### src/rtl/prog_loader_if.sv
// Byte stream from the upstream receiver plus the memory write port driven by the loader.
interface prog_loader_if #(
    parameter int unsigned ADDR_W = 8,
    parameter int unsigned DATA_W = 8
);
    logic [DATA_W-1:0] rx_data;
    logic              rx_valid;
    logic              rx_ready;
    logic [ADDR_W-1:0] mem_addr;
    logic [DATA_W-1:0] mem_data;
    logic              mem_wren;

    // master: the loader (consumes bytes, masters the memory write port)
    modport master (
        input  rx_data, rx_valid,
        output rx_ready, mem_addr, mem_data, mem_wren
    );

    // slave: the surroundings (byte source and memory)
    modport slave (
        output rx_data, rx_valid,
        input  rx_ready, mem_addr, mem_data, mem_wren
    );
endinterface

### src/rtl/prog_loader.sv
// Program loader: parses an (addr, len, data..., checksum) frame and writes the data bytes
// into instruction memory while holding the CPU in reset.
module prog_loader #(
    parameter int unsigned ADDR_W = 8,
    parameter int unsigned DATA_W = 8
) (
    input  logic              clk_i,
    input  logic              rst_ni,
    input  logic              load_en_i,
    prog_loader_if.master     bus_io,
    output logic              cpu_hold_o,
    output logic              done_o,
    output logic              error_o,
    output logic [ADDR_W-1:0] byte_count_o
);

    typedef enum logic [2:0] {
        StIdle, StGetAddr, StGetLen, StData, StCheck, StDone, StError
    } state_e;

    state_e            state_q, state_d;
    logic [ADDR_W-1:0] ptr_q, ptr_d;
    logic [DATA_W-1:0] rem_q, rem_d;
    logic [DATA_W-1:0] sum_q, sum_d;
    logic [ADDR_W-1:0] cnt_q, cnt_d;
    logic              done_q, done_d;
    logic              error_q, error_d;
    logic [ADDR_W-1:0] mem_addr_q, mem_addr_d;
    logic [DATA_W-1:0] mem_data_q, mem_data_d;
    logic              mem_wren_q, mem_wren_d;

    logic in_frame;
    logic accept;

    assign in_frame = (state_q == StGetAddr) || (state_q == StGetLen) ||
                      (state_q == StData)    || (state_q == StCheck);
    assign accept   = bus_io.rx_valid && in_frame;

    always_comb begin
        state_d    = state_q;
        ptr_d      = ptr_q;
        rem_d      = rem_q;
        sum_d      = sum_q;
        cnt_d      = cnt_q;
        done_d     = done_q;
        error_d    = error_q;
        mem_addr_d = mem_addr_q;
        mem_data_d = mem_data_q;
        mem_wren_d = 1'b0;

        unique case (state_q)
            StIdle: begin
                if (load_en_i) begin
                    state_d = StGetAddr;
                    done_d  = 1'b0;
                    error_d = 1'b0;
                    cnt_d   = '0;
                    sum_d   = '0;
                end
            end
            StGetAddr: begin
                if (accept) begin
                    ptr_d   = bus_io.rx_data[ADDR_W-1:0];
                    state_d = StGetLen;
                end
            end
            StGetLen: begin
                if (accept) begin
                    rem_d   = bus_io.rx_data;
                    state_d = (bus_io.rx_data == '0) ? StCheck : StData;
                end
            end
            StData: begin
                if (accept) begin
                    mem_wren_d = 1'b1;
                    mem_addr_d = ptr_q;
                    mem_data_d = bus_io.rx_data;
                    ptr_d      = ptr_q + ADDR_W'(1);
                    sum_d      = sum_q + bus_io.rx_data;
                    cnt_d      = cnt_q + ADDR_W'(1);
                    rem_d      = rem_q - DATA_W'(1);
                    if (rem_q == DATA_W'(1)) begin
                        state_d = StCheck;
                    end
                end
            end
            StCheck: begin
                if (accept) begin
                    done_d  = (bus_io.rx_data == sum_q);
                    error_d = (bus_io.rx_data != sum_q);
                    state_d = (bus_io.rx_data == sum_q) ? StDone : StError;
                end
            end
            StDone, StError: begin
                if (!load_en_i) begin
                    state_d = StIdle;
                end
            end
            default: state_d = StIdle;
        endcase

        // Abort wins the state transition; a write already decoded above still issues.
        if (in_frame && !load_en_i) begin
            state_d = StIdle;
            done_d  = 1'b0;
            error_d = 1'b1;
        end
    end

    always_ff @(posedge clk_i) begin
        if (!rst_ni) begin
            state_q    <= StIdle;
            ptr_q      <= '0;
            rem_q      <= '0;
            sum_q      <= '0;
            cnt_q      <= '0;
            done_q     <= 1'b0;
            error_q    <= 1'b0;
            mem_addr_q <= '0;
            mem_data_q <= '0;
            mem_wren_q <= 1'b0;
        end else begin
            state_q    <= state_d;
            ptr_q      <= ptr_d;
            rem_q      <= rem_d;
            sum_q      <= sum_d;
            cnt_q      <= cnt_d;
            done_q     <= done_d;
            error_q    <= error_d;
            mem_addr_q <= mem_addr_d;
            mem_data_q <= mem_data_d;
            mem_wren_q <= mem_wren_d;
        end
    end

    assign bus_io.rx_ready = in_frame;
    assign bus_io.mem_addr = mem_addr_q;
    assign bus_io.mem_data = mem_data_q;
    assign bus_io.mem_wren = mem_wren_q;
    assign cpu_hold_o      = (state_q != StIdle);
    assign done_o          = done_q;
    assign error_o         = error_q;
    assign byte_count_o    = cnt_q;

endmodule
### src/flat_wrapper.sv
// flat-port wrapper written by rule: the top's interface ports become plain ports
module prog_loader_flat 
#(
    parameter int unsigned ADDR_W = 8,
    parameter int unsigned DATA_W = 8
)
  (clk_i, rst_ni, load_en_i, cpu_hold_o, done_o, error_o, byte_count_o, bus_io_rx_data, bus_io_rx_valid, bus_io_rx_ready, bus_io_mem_addr, bus_io_mem_data, bus_io_mem_wren);
  prog_loader_if #(.ADDR_W(ADDR_W), .DATA_W(DATA_W)) bus_io_i ();
  input  logic clk_i;
  input  logic rst_ni;
  input  logic load_en_i;
  output logic cpu_hold_o;
  output logic done_o;
  output logic error_o;
  output logic [ADDR_W-1:0] byte_count_o;
  input wire logic [$bits(bus_io_i.rx_data)-1:0] bus_io_rx_data;
  input wire logic [$bits(bus_io_i.rx_valid)-1:0] bus_io_rx_valid;
  output wire logic [$bits(bus_io_i.rx_ready)-1:0] bus_io_rx_ready;
  output wire logic [$bits(bus_io_i.mem_addr)-1:0] bus_io_mem_addr;
  output wire logic [$bits(bus_io_i.mem_data)-1:0] bus_io_mem_data;
  output wire logic [$bits(bus_io_i.mem_wren)-1:0] bus_io_mem_wren;
  assign bus_io_i.rx_data = bus_io_rx_data;
  assign bus_io_i.rx_valid = bus_io_rx_valid;
  assign bus_io_rx_ready = bus_io_i.rx_ready;
  assign bus_io_mem_addr = bus_io_i.mem_addr;
  assign bus_io_mem_data = bus_io_i.mem_data;
  assign bus_io_mem_wren = bus_io_i.mem_wren;
  prog_loader #(.ADDR_W(ADDR_W), .DATA_W(DATA_W)) u_core (.clk_i(clk_i), .rst_ni(rst_ni), .load_en_i(load_en_i), .bus_io(bus_io_i), .cpu_hold_o(cpu_hold_o), .done_o(done_o), .error_o(error_o), .byte_count_o(byte_count_o));
endmodule
### config.mk
export PLATFORM = sky130hd
export DESIGN_NAME = prog_loader_flat
export DESIGN_NICKNAME = d
export VERILOG_FILES = /design/src/rtl/prog_loader_if.sv /design/src/rtl/prog_loader.sv /design/src/flat_wrapper.sv
export SDC_FILE = /design/constraint.sdc
export NUM_CORES = 1
export LEC_CHECK = 0
export ABC_CLOCK_PERIOD_IN_PS = 2200
export BUFFER_PORTS_ARGS = -buffer_cell sky130_fd_sc_hd__buf_2
export CAP_MARGIN = 30
export CORE_MARGIN = 2
export CORE_UTILIZATION = 35
export CTS_CLUSTER_DIAMETER = 200
export DETAILED_ROUTE_END_ITERATION = 10
export HOLD_SLACK_MARGIN = 0.02
export MAX_ROUTING_LAYER = met4
export PLACE_DENSITY_LB_ADDON = 0.12
export REMOVE_ABC_BUFFERS = 1
export SKIP_LAST_GASP = 1
export SYNTH_ARGS = -nofsm -noshare
export SYNTH_HDL_FRONTEND = slang
export SYNTH_SLANG_ARGS = --single-unit
### constraint.sdc
create_clock -name clk_i -period 2.2 [get_ports clk_i]
set_input_delay 0.44 -clock clk_i [delete_from_list [all_inputs] [get_ports clk_i]]
set_output_delay 0.44 -clock clk_i [all_outputs]
set_load 0.02 [all_outputs]
==> flow_metrics.tcl <==
set metrics [dict create \
    final_cells 529 \
    initial_core_util_pct 35.4 \
    first_iter_violations 143 \
    cp_slowest_cell "dfxtp_1" \
    cts_made_buffers 5 \
    numPortBuffers 40 \
    area_growth_pct 20.2 \
    max-slew-margin-rel_pct 61.7 \
    yosysWarnings 0 \
    tightest_slew_ns 0.573 \
    row_count 33 \
    clock_skew_ns 0.00615 \
    start_kind "flip-flop" \
    clk_path_buf_depth 2 \
    dpl-instance-area_um2 3310 \
    crit_type "reg -> out" \
    grt_setup_unrepaired "false" \
    synth-seq-area-share_pct 37.7 \
    fin_crit_sh_pct 91.5 \
    synthFlopType "dfxtp_1" \
    grt_antenna_before_repair 0 \
    endpoint_kind "output port" \
    grt_overflow 0 \
    ys_types 53 \
    grt_pass1_wl_mm 13.2 \
    crit_fanout 14 \
    die_x_um 94.5 \
    grt_use_total_pct 19.2 \
    post_cts_resized 0 \
    worstPathRequired_ns 1.76 \
    status "finished, final reports clean" \
    dp.cells 521 \
    wirelength_mm 7.81 \
    postCtsHoldBufs 0 \
    arrival_ns 1.57 \
    die_area_um2 8930 \
    synth_edf_count 0 \
    post-route-min-period_ns 2.01 \
    synth-async-reset-ratio_pct 0 \
    routed-via-count 2775 \
    ioPinCount 41 \
    worstPathCellList "nor2_2 > nand2_1 > nand2_1 > inv_1 > buf_2" \
    dp_hpwl_mm 5.67 \
    finalSetupViolCount 0 \
    grt_start_max_net_pins 29 \
    path_common_cell "nand2_1" \
    yosysTopAreaCell "dfxtp_1" \
    htreeDepth 2 \
    path_clk_slew_ns 0.10 \
    wire_per_inst_um 14.8 \
    cellPowerDensity_nw_per_um2 792 \
    synth_top_area_share_pct 37.7 \
    avgSynthCellArea_um2 7.75 \
    timing.final.max_slew_violations 0 \
    syn_area_um2 2870 \
    crit_family "simple AND/OR/NAND/NOR gates" \
    fmax_ghz 0.497 \
    vdd_drop_max_v 0.000372 \
    worst-path-buf-inv 2 \
    firstDrtPassIters 4 \
    postCtsSetupRepairBufs 0 \
    synth-seq-cells 54 \
    core_area_um2 8090 \
    fin_setup_tns_ns 0 \
    cts_root_buf "clkbuf_8" \
    design_area_um2 3450 \
    maxCapViolations 0 \
    cp_slowest_stage_delay_ns 0.46 \
    finalHoldViolations 0 \
    postRouteAntennaNets 0 \
    gp_congestion 0.839 \
    tritoncts "yes" \
    synth_cells 370 \
    hold_path_class "in -> reg" \
    grt_pass1_vias 2584 \
    nets 447 \
    leakagePower_nw 1.44 \
    drc 0 \
    n_antenna_cell 0 \
    clock_latency_ns 0.32 \
    clock-sinks 54 \
    synthTopCellsByArea "dfxtp_1 (38%), nand2_1 (8.2%), a21oi_1 (7.9%), ha_1 (4.8%), nor2_1 (4.2%)" \
    die_h_um 94.5 \
    viasPerCell 5.25 \
    layout-drive-gt1-share_pct 19.1 \
]
[cells in the mapped netlist, drive strengths merged (5+ instances only)]
cell / number
ha: 11
a31oi: 6
inv: 11
clkbuf: 9
a22oi: 7
nor2: 32
dfxtp: 54
a21oi: 47
and2: 5
or3: 5
a21o: 6
nand2: 63
and3: 5
buf: 11
nor3: 6
o21ai: 22
nand3: 12
[final cells by class]
| class | count | area, um^2 |
|---|---|---|
| repair buffers | 66 | 395 |
| clock inverters | 3 | 68.8 |
| fillers | 868 | 4650 |
| multi-input cells | 285 | 1660 |
| inverters | 11 | 41.3 |
| clock buffers | 5 | 68.8 |
| flip-flops and latches | 54 | 1080 |
| well taps | 105 | 131 |
[logic make-up (layout without fill, tap and decap cells)]
group,count (synthesis),count (layout),share of synthesized area [%]
AND/OR/NAND/NOR,151,151,24.8
XOR/XNOR,8,8,2.44
buffers and inverters,31,85,4.54
multiplexers,1,1,0.393
AO/OA/AOI/OAI,113,113,24.7
adder cells (fa/ha/maj),12,12,5.50
flip-flops,54,54,37.7
[layer usage]
layer  wire length (um)  vias up  global-route usage (%)
li1                   -     1424                       -
met5                  0        -                       -
met2               3550       61                    30.7
met4                 78        0                    4.35
met1               3870     1283                    25.9
met3                304        7                    2.63
[sequential cells by signal, indices dropped and copies added (netlist names)]
| name | flops |
|---|---|
| u_core.bus_io.mem_addr | 8 |
| u_core.bus_io.mem_data | 8 |
| u_core.byte_count_o | 8 |
| u_core.ptr_q | 8 |
| u_core.rem_q | 8 |
| u_core.sum_q | 8 |
| u_core.state_q | 3 |
| u_core.bus_io.mem_wren | 1 |
| u_core.done_o | 1 |
| u_core.error_o | 1 |
[cell usage in the layout (no fill, tap or decap), types with 4 or more instances in the layout]
| master | Yosys | routed |
|---|---|---|
| nor2_1 | 32 | 31 |
| or3_1 | 5 | 5 |
| and3_1 | 5 | 5 |
| xnor2_1 | 4 | 4 |
| inv_1 | 9 | 9 |
| o21ai_1 | 10 | 10 |
| xor2_1 | 4 | 4 |
| clkbuf_8 | 0 | 5 |
| buf_4 | 0 | 26 |
| a2bb2oi_1 | 4 | 4 |
| buf_2 | 11 | 40 |
| nand2_1 | 63 | 63 |
| a21o_1 | 6 | 6 |
| a31oi_1 | 6 | 6 |
| dfxtp_1 | 54 | 54 |
| nand3_1 | 12 | 12 |
| a21oi_1 | 45 | 45 |
| nand3b_1 | 4 | 4 |
| and2_1 | 5 | 5 |
| a22oi_1 | 7 | 7 |
| ha_1 | 11 | 11 |
| o21ai_0 | 12 | 12 |
| nor3_1 | 5 | 5 |
[metrics by stage]
stage	worst slack (ns)	utilization (%)	power (mW)	hold WS, ns
global route	0.0839	42.6	2.90	0.416
detailed placement	0.0196	40.8	1.95	0.446
floorplan	0.142	-	1.64	0.436
global placement	0.0430	40.8	1.95	0.442
finish	0.187	42.6	2.73	0.432
CTS	0.0543	42.5	2.75	0.422
[report_power, final]
part           internal, mW  leakage (nW)  switching, mW
sequential             1.05         0.436         0.0887
clock                 0.456        0.0683          0.341
combinational         0.314         0.939          0.482
total                  1.82          1.44          0.912
[tightest hold or removal path, stage by stage]
cell and delay [ns]:
buf_2 0.15, nand2_1 0.07, a21oi_1 0.05
[final timing paths]
| check | from | end | slack [ns] | cells after the start |
|---|---|---|---|---|
| max | u_core.state_q[0] | bus_io_rx_ready | 0.19 | 5 |
| min | bus_io_rx_data[7] | u_core.bus_io.mem_data[7] | 0.43 | 3 |
| max reg2reg | u_core.sum_q[2] | u_core.sum_q[7] | 0.29 | 6 |
| min reg2reg | u_core.bus_io.mem_addr[7] | u_core.bus_io.mem_addr[7] | 0.46 | 2 |
(Power assumes the default switching activity.)
